--- config.mk ---
export PLATFORM = sky130hd
export DESIGN_NAME = ctr_pipe_adder_flat
export DESIGN_NICKNAME = d
export VERILOG_FILES = /design/src/rtl/ctr_pipe_adder_if.sv /design/src/rtl/ctr_pipe_adder.sv /design/src/flat_wrapper.sv
export SDC_FILE = /design/constraint.sdc
export NUM_CORES = 2
export LEC_CHECK = 0
export BUFFER_PORTS_ARGS = -buffer_cell sky130_fd_sc_hd__buf_2
export CAP_MARGIN = 20
export CORE_MARGIN = 10
export CORE_UTILIZATION = 25
export CTS_CLUSTER_SIZE = 25
export DETAILED_ROUTE_END_ITERATION = 10
export SLEW_MARGIN = 15
export SYNTH_ARGS = -nofsm -noshare
export SYNTH_HDL_FRONTEND = slang
export SYNTH_SLANG_ARGS = --single-unit
--- constraint.sdc ---
create_clock -name i_clk -period 28.2 [get_ports i_clk]
set_clock_uncertainty 0.15 [all_clocks]
set_input_delay 2.82 -clock i_clk [delete_from_list [all_inputs] [get_ports i_clk]]
set_output_delay 2.82 -clock i_clk [all_outputs]
set_load 0.02 [all_outputs]
--- src/rtl/ctr_pipe_adder_if.sv ---
// Operand/result bus for ctr_pipe_adder: one valid/ready channel in, one out.
// Handshake: a beat transfers on a rising clock edge where valid && ready; the
// source holds valid and payload stable until that edge, and ready may depend
// combinationally on the sink's downstream ready.
interface ctr_pipe_adder_if #(
  parameter int WIDTH = 128
);
  logic             in_valid;
  logic             in_ready;
  logic             sub;
  logic [WIDTH-1:0] a;
  logic [WIDTH-1:0] b;
  logic             out_valid;
  logic             out_ready;
  logic [WIDTH-1:0] s;
  logic             carry_out;

  modport master (
    output in_valid, sub, a, b, out_ready,
    input  in_ready, out_valid, s, carry_out
  );

  modport slave (
    input  in_valid, sub, a, b, out_ready,
    output in_ready, out_valid, s, carry_out
  );
endinterface

--- src/rtl/ctr_pipe_adder.sv ---
// Deskewed pipelined WIDTH-bit adder/subtractor, one SEG-bit segment per stage,
// with a single global advance enable and synchronous flush.
module ctr_pipe_adder #(
  parameter int WIDTH = 128,
  parameter int SEG   = 32
) (
  input logic              i_clk,
  input logic              i_rst,
  input logic              i_flush,
  ctr_pipe_adder_if.slave  bus
);
  // WIDTH must be a multiple of SEG.
  localparam int N = WIDTH / SEG;

  logic w_adv;
  logic w_out_valid;

  assign w_adv        = !w_out_valid || bus.out_ready;
  assign bus.in_ready = w_adv && !i_flush;

  for (genvar k = 0; k < N; k++) begin : g_stage
    localparam int REM  = WIDTH - k * SEG;
    localparam int DONE = (k + 1) * SEG;

    logic [REM-1:0]  w_a;
    logic [REM-1:0]  w_b;
    logic            w_ci;
    logic            w_vi;
    logic [SEG:0]    w_sum;
    logic [DONE-1:0] w_s_next;

    logic [DONE-1:0] r_s;
    logic            r_c;
    logic            r_v;

    // Stage k sees only its unprocessed operand bits, LSB-aligned to segment k.
    if (k == 0) begin : g_first
      assign w_a      = bus.a;
      assign w_b      = bus.sub ? ~bus.b : bus.b;
      assign w_ci     = bus.sub;
      assign w_vi     = bus.in_valid;
      assign w_s_next = w_sum[SEG-1:0];
    end else begin : g_next
      assign w_a      = g_stage[k-1].g_fwd.r_a;
      assign w_b      = g_stage[k-1].g_fwd.r_b;
      assign w_ci     = g_stage[k-1].r_c;
      assign w_vi     = g_stage[k-1].r_v;
      assign w_s_next = {w_sum[SEG-1:0], g_stage[k-1].r_s};
    end

    assign w_sum = {1'b0, w_a[SEG-1:0]} + {1'b0, w_b[SEG-1:0]} + {{SEG{1'b0}}, w_ci};

    always_ff @(posedge i_clk or posedge i_rst) begin
      if (i_rst) begin
        r_s <= '0;
        r_c <= 1'b0;
        r_v <= 1'b0;
      end else begin
        if (i_flush) begin
          r_v <= 1'b0;
        end else if (w_adv) begin
          r_v <= w_vi;
        end
        if (w_adv) begin
          r_s <= w_s_next;
          r_c <= w_sum[SEG];
        end
      end
    end

    if (k < N - 1) begin : g_fwd
      logic [REM-SEG-1:0] r_a;
      logic [REM-SEG-1:0] r_b;

      always_ff @(posedge i_clk or posedge i_rst) begin
        if (i_rst) begin
          r_a <= '0;
          r_b <= '0;
        end else if (w_adv) begin
          r_a <= w_a[REM-1:SEG];
          r_b <= w_b[REM-1:SEG];
        end
      end
    end
  end

  assign w_out_valid   = g_stage[N-1].r_v;
  assign bus.out_valid = w_out_valid;
  assign bus.s         = g_stage[N-1].r_s;
  assign bus.carry_out = g_stage[N-1].r_c;
endmodule

--- src/flat_wrapper.sv ---
// flat-port wrapper written by rule: the top's interface ports become plain ports
module ctr_pipe_adder_flat 
#(
  parameter int WIDTH = 128,
  parameter int SEG   = 32
)
  (i_clk, i_rst, i_flush, bus_in_valid, bus_sub, bus_a, bus_b, bus_out_ready, bus_in_ready, bus_out_valid, bus_s, bus_carry_out);
  ctr_pipe_adder_if #(.WIDTH(WIDTH)) bus_i ();
  input logic i_clk;
  input logic i_rst;
  input logic i_flush;
  input wire logic [$bits(bus_i.in_valid)-1:0] bus_in_valid;
  input wire logic [$bits(bus_i.sub)-1:0] bus_sub;
  input wire logic [$bits(bus_i.a)-1:0] bus_a;
  input wire logic [$bits(bus_i.b)-1:0] bus_b;
  input wire logic [$bits(bus_i.out_ready)-1:0] bus_out_ready;
  output wire logic [$bits(bus_i.in_ready)-1:0] bus_in_ready;
  output wire logic [$bits(bus_i.out_valid)-1:0] bus_out_valid;
  output wire logic [$bits(bus_i.s)-1:0] bus_s;
  output wire logic [$bits(bus_i.carry_out)-1:0] bus_carry_out;
  assign bus_i.in_valid = bus_in_valid;
  assign bus_i.sub = bus_sub;
  assign bus_i.a = bus_a;
  assign bus_i.b = bus_b;
  assign bus_i.out_ready = bus_out_ready;
  assign bus_in_ready = bus_i.in_ready;
  assign bus_out_valid = bus_i.out_valid;
  assign bus_s = bus_i.s;
  assign bus_carry_out = bus_i.carry_out;
  ctr_pipe_adder #(.WIDTH(WIDTH), .SEG(SEG)) u_core (.i_clk(i_clk), .i_rst(i_rst), .i_flush(i_flush), .bus(bus_i));
endmodule
* After elaboration in Yosys (flattened, before gate mapping)
Cells that the tools add are included.
** Operators by class
- Shift operators :: 0
- $add $sub $neg :: 8
- Div/mod/pow operators :: 0
- Reduce and logical (&&, ||, !) cells :: 5
- Equal/unequal tests :: 0
- $lt $le $gt $ge :: 0
- $mul :: 0
- Muxes and demuxes :: 9
- Bitwise logic cells :: 1
** Operators by type and width (number)
- adder 32 x 32 -> 33 bit :: 4
- adder 33 x 1 -> 33 bit :: 4
- two-way mux 128 bit :: 1
- NOT 128 bit :: 1
- two-way mux 1 bit :: 8
- logical NOT 1 bit :: 2
- nonzero test 2 bit :: 1
- logical AND 1 bit :: 1
- logical OR 1 bit :: 1
** Storage, ports and cells
- Memories :: 0
- RAM bits :: 0
- Bits in read-only memories :: 0
- Output and inout bits :: 131
- Register bits after elaboration :: 712
- Logic and storage cells :: 41
- Bits in latches :: 0
- Input bits :: 262

* Depth between registers and ports, before layout
- Word-level depth :: 4
- Gate-level depth with buffers :: 14
- Mapped depth without buffers :: 11

* Least setup slack after synthesis
OpenSTA, ideal clock, no wires.
- Path kind :: input port to output port
- Start point :: input bus_out_ready
- End point :: output bus_in_ready
- Path slack :: 21.162 ns
- Data arrival time :: 4.068 ns
- Buffers on the path :: 4
- Data required time :: 25.230 ns
- Cell stages on the path :: 6
- Cell sequence :: nor2b_1 -> clkbuf_1 -> clkbuf_1 -> clkbuf_1 -> clkbuf_1 -> nor2_1
** On the way
- Longest elaborated chain between the ends :: 2
** Ends and longest elaborated chain
- start: declaration :: line flat_wrapper.sv:16 : input wire logic [$bits(bus_i.out_ready)-1:0] bus_out_ready;
- logical OR 1 bit :: line ctr_pipe_adder.sv:18 : assign w_adv = !w_out_valid || bus.out_ready;
- logical AND 1 bit :: line ctr_pipe_adder.sv:19 : assign bus.in_ready = w_adv && !i_flush;
- end: declaration :: line flat_wrapper.sv:17 : output wire logic [$bits(bus_i.in_ready)-1:0] bus_in_ready;
No other way between the ends.

* Worst setup path in the final report
Same ends and word-level chain as after synthesis.

==> reports/results.tsv <==
stage	metric	value	unit
detailed_routing	routed_wl	97.7	mm
cts	cts_sinks	712	
yosys	synth.area.top_cells	dfrtp_1 (53%), nand2_1 (19%), ha_1 (4.6%), xnor2_1 (3.8%), o21ai_0 (3.0%)	
sta	finalHoldViolCount	0	
yosys	syn_area_per_cell	8.72	µm²
run_status	status	finished clean	
yosys	yosys_most_used_dff	dfrtp_1	
yosys	synth_top_family_by_area	simple AND/OR/NAND/NOR gates	
sta	fin_crit_sh	24.2	%
detailed_routing	vias_per_cell	4.44	
yosys	synth_edf_count	0	
yosys	synth_xor_area_share	5.57	%
yosys	synthSimpleGateAreaFrac	23.2	%
worst_setup_path	crit_path_top_delay_cell	buf_4	
die	io_pins	393	
worst_setup_path	slowest_delay	0.39	ns
yosys	yosysMostFrequentCell	nand2_1	
cts	hold_buffers	0	
die	die_w	388	µm
global_route	grt_pass1_wl	154	mm
place	dpl.hpwl	70.9	mm
detailed_routing	wl_met1	46.1	mm
detailed_routing	dr_wl_met3	6.41	mm
yosys	synth_warnings	0	
place	io_buffers	392	
sta	holdWs	0.295	ns
cts	cts_made_buffers	83	
final_layout	fin_nets	4588	
worst_setup_path	cp_data_required_time	25.23	ns
global_route	antenna_found_initial	18	
detailed_routing	drt_first_pass_iters	5	
yosys	syn_nets	4271	
detailed_routing	antenna_left	0	
yosys	synth_seq_cells	712	
die	rows	134	
power_and_ir_drop	cellPowerDensity	79.0	mW/mm²
detailed_routing	drc	0	
die	die-area	0.150	mm²
power_and_ir_drop	leakagePower	19.5	nW
yosys	ys_types	70	
global_route	grt_pass1_vias	26500	
worst_setup_path	crit_type	in2out	
die	die_h	388	µm
worst_setup_path	path_cells	buf_2, nor2b_4, buf_4, nor2_1, buf_2	
cts	clk_latency	0.67	ns
global_route	grt_overflow	0	
final_layout	layout-drive-gt1-share	13.5	%
sta	final_max_slew_viol_count	0	
detailed_routing	routed.top_layer	met5	
yosys	synth_top_area_share	52.7	%
sta	setup-tns-final	0	ns
worst_setup_path	cp.arrival	3.87	ns
sta	maxSlewHeadroom	29.9	%
yosys	synthCells	3878	
cts	clk_pin_slew_worst_paths	0.06	ns
global_route	track_usage	12.7	%
sta	finalSetupViolCount	0	
place	gp_congestion	0.854	
power_and_ir_drop	ir_drop	63.1	µV
cts	postCtsSetupBuffers	0	
yosys	ys_top_cells_by_count	nand2_1 (1687), dfrtp_1 (712), o21ai_0 (202), clkbuf_1 (177), a21oi_1 (170)	
detailed_routing	routed-via-count	26800	
yosys	ys_seq_area_share	52.7	%
yosys	synth-compound-area-share	10.9	%
final_layout	fin_util	30.1	%
yosys	synthMuxAreaShare	0.185	%
sta	rsz0062_at_grt	no	
cts	clockRootBuffer	clkbuf_16	
yosys	syn_area	0.0338	mm²
final_layout	area_growth	19.4	%
cts	htree_levels	3	
worst_setup_path	worstPathMaxFanout	44	
run	cap_violations	0	
cts	ctsLongestPathBuffers	3	
worst_setup_path	critPathLaunchType	input port	
cts	tritoncts	done	
detailed_routing	drtIter0Drc	1833	
worst_setup_path	critPathCaptureType	output pin	
sta	fmax	146	MHz
detailed_routing	dr_wl_met2	42.9	mm
final_layout	fillers	14200	
die	core_area	0.134	mm²
yosys	synth-adder-area-share	5.00	%
sta	worstMarginPinSlew	1.05	ns
worst_hold_path	holdCritPathClass	reg2reg	
global_route	grt_max_degree	175	
yosys	synth_largest_area_cell	dfrtp_1	
sta	period_needed	6.84	ns
worst_setup_path	critPathMostFrequentCell	buf_2	
yosys	synthArstFlopShare	100	%
die	start_util	25.3	%
cts	cts.repair.resized	0	
detailed_routing	wl_per_cell	16.2	µm
-- cells by family (layout without fill, tap and decap cells) --
family	Yosys count	after routing
simple gates	1983	1983
flops	712	712
compound gates	604	604
buf+inv	227	609
xor+xnor	215	215
fa+ha+maj	131	131
mux	6	6
other cells	0	2
-- layer usage --
layer | vias up | GRT usage [%]
met4 | 18 | 3.72
li1 | 13300 | -
met5 | - | 0
met3 | 137 | 3.50
met1 | 12800 | 17.4
met2 | 563 | 19.2
-- final timing paths --
check	start	cells after the start	endpoint	slack, ns
worst max-delay path	bus_out_ready	5	bus_in_ready	21.36
worst min-delay path	u_core.g_stage[2].r_s[7]$_DFFE_PP0N_	2	u_core.bus.s[7]$_DFFE_PP0N_	0.29
worst max register to register	u_core.bus.out_valid$_DFFE_PP0P_	9	u_core.g_stage[0].r_s[13]$_DFFE_PP0N_	23.80
worst min register to register	u_core.g_stage[2].r_s[7]$_DFFE_PP0N_	2	u_core.bus.s[7]$_DFFE_PP0N_	0.29
max in group asynchronous	i_rst	6	u_core.g_stage[2].g_fwd.r_b[30]$_DFFE_PP0N_	22.10
min in group asynchronous	i_rst	2	u_core.g_stage[1].g_fwd.r_a[6]$_DFFE_PP0N_	2.11
-- flip-flops by register name, summed over array words and instances (netlist names) --
register and cells:
u_core.g_stage.g_fwd.r_a 192, u_core.g_stage.g_fwd.r_b 192, u_core.g_stage.r_s 192, u_core.bus.s 128, u_core.g_stage.r_c 3, u_core.g_stage.r_v 3
u_core.bus.carry_out 1, u_core.bus.out_valid 1
-- worst max-delay path: cells and delay by family --
kind          cells  cell delay (ns)
simple gates      2             0.28
buf+inv           3             0.74
-- stage by stage --
step	power [W]	std cells	setup WS [ns]	cell area (µm²)
after floorplan	0.00183	3878	5.26	33800
after global placement	0.00211	5877	21.13	37600
after detailed placement	0.00212	5877	21.05	37600
after CTS	0.00325	6027	21.37	40400
after global routing	0.00339	6028	21.31	40400
final	0.00319	6030	21.36	40400
-- cells in the final DEF (no fill, tap or decap), types with 15 or more instances in the layout --
master,instances
a21oi_1,170
buf_4,25
ha_1,124
o31ai_1,17
o21ai_0,202
buf_2,391
a31oi_1,15
xor2_1,68
nand3_1,31
nor2_1,138
inv_1,38
clkbuf_1,15
o21bai_1,18
o211ai_1,18
a21o_1,64
xnor2_1,147
clkbuf_8,20
nand2_1,1687
a211oi_1,23
dfrtp_1,712
clkbuf_16,85
nor3_1,24
-- where the power goes --
part | total (W) | internal, W | switching [W]
combinational | 0.000739 | 0.000267 | 0.000472
sequential | 0.00135 | 0.00123 | 0.000118
clock | 0.00110 | 0.000659 | 0.000443
total | 0.00319 | 0.00216 | 0.00103
-- area by class of cell --
type	instances	area, µm²	area share, %
Antenna cell	2	5.00	0.0124
Clock buffer	119	2440	6.05
Clock inverter	31	347	0.858
Inverter	39	154	0.381
Multi-Input combinational cell	2939	15200	37.6
Sequential cell	712	17800	44.1
Tap cell	1768	2210	5.48
Timing Repair Buffer	420	2230	5.51
Note: power is estimated with default switching activity, not from simulation.
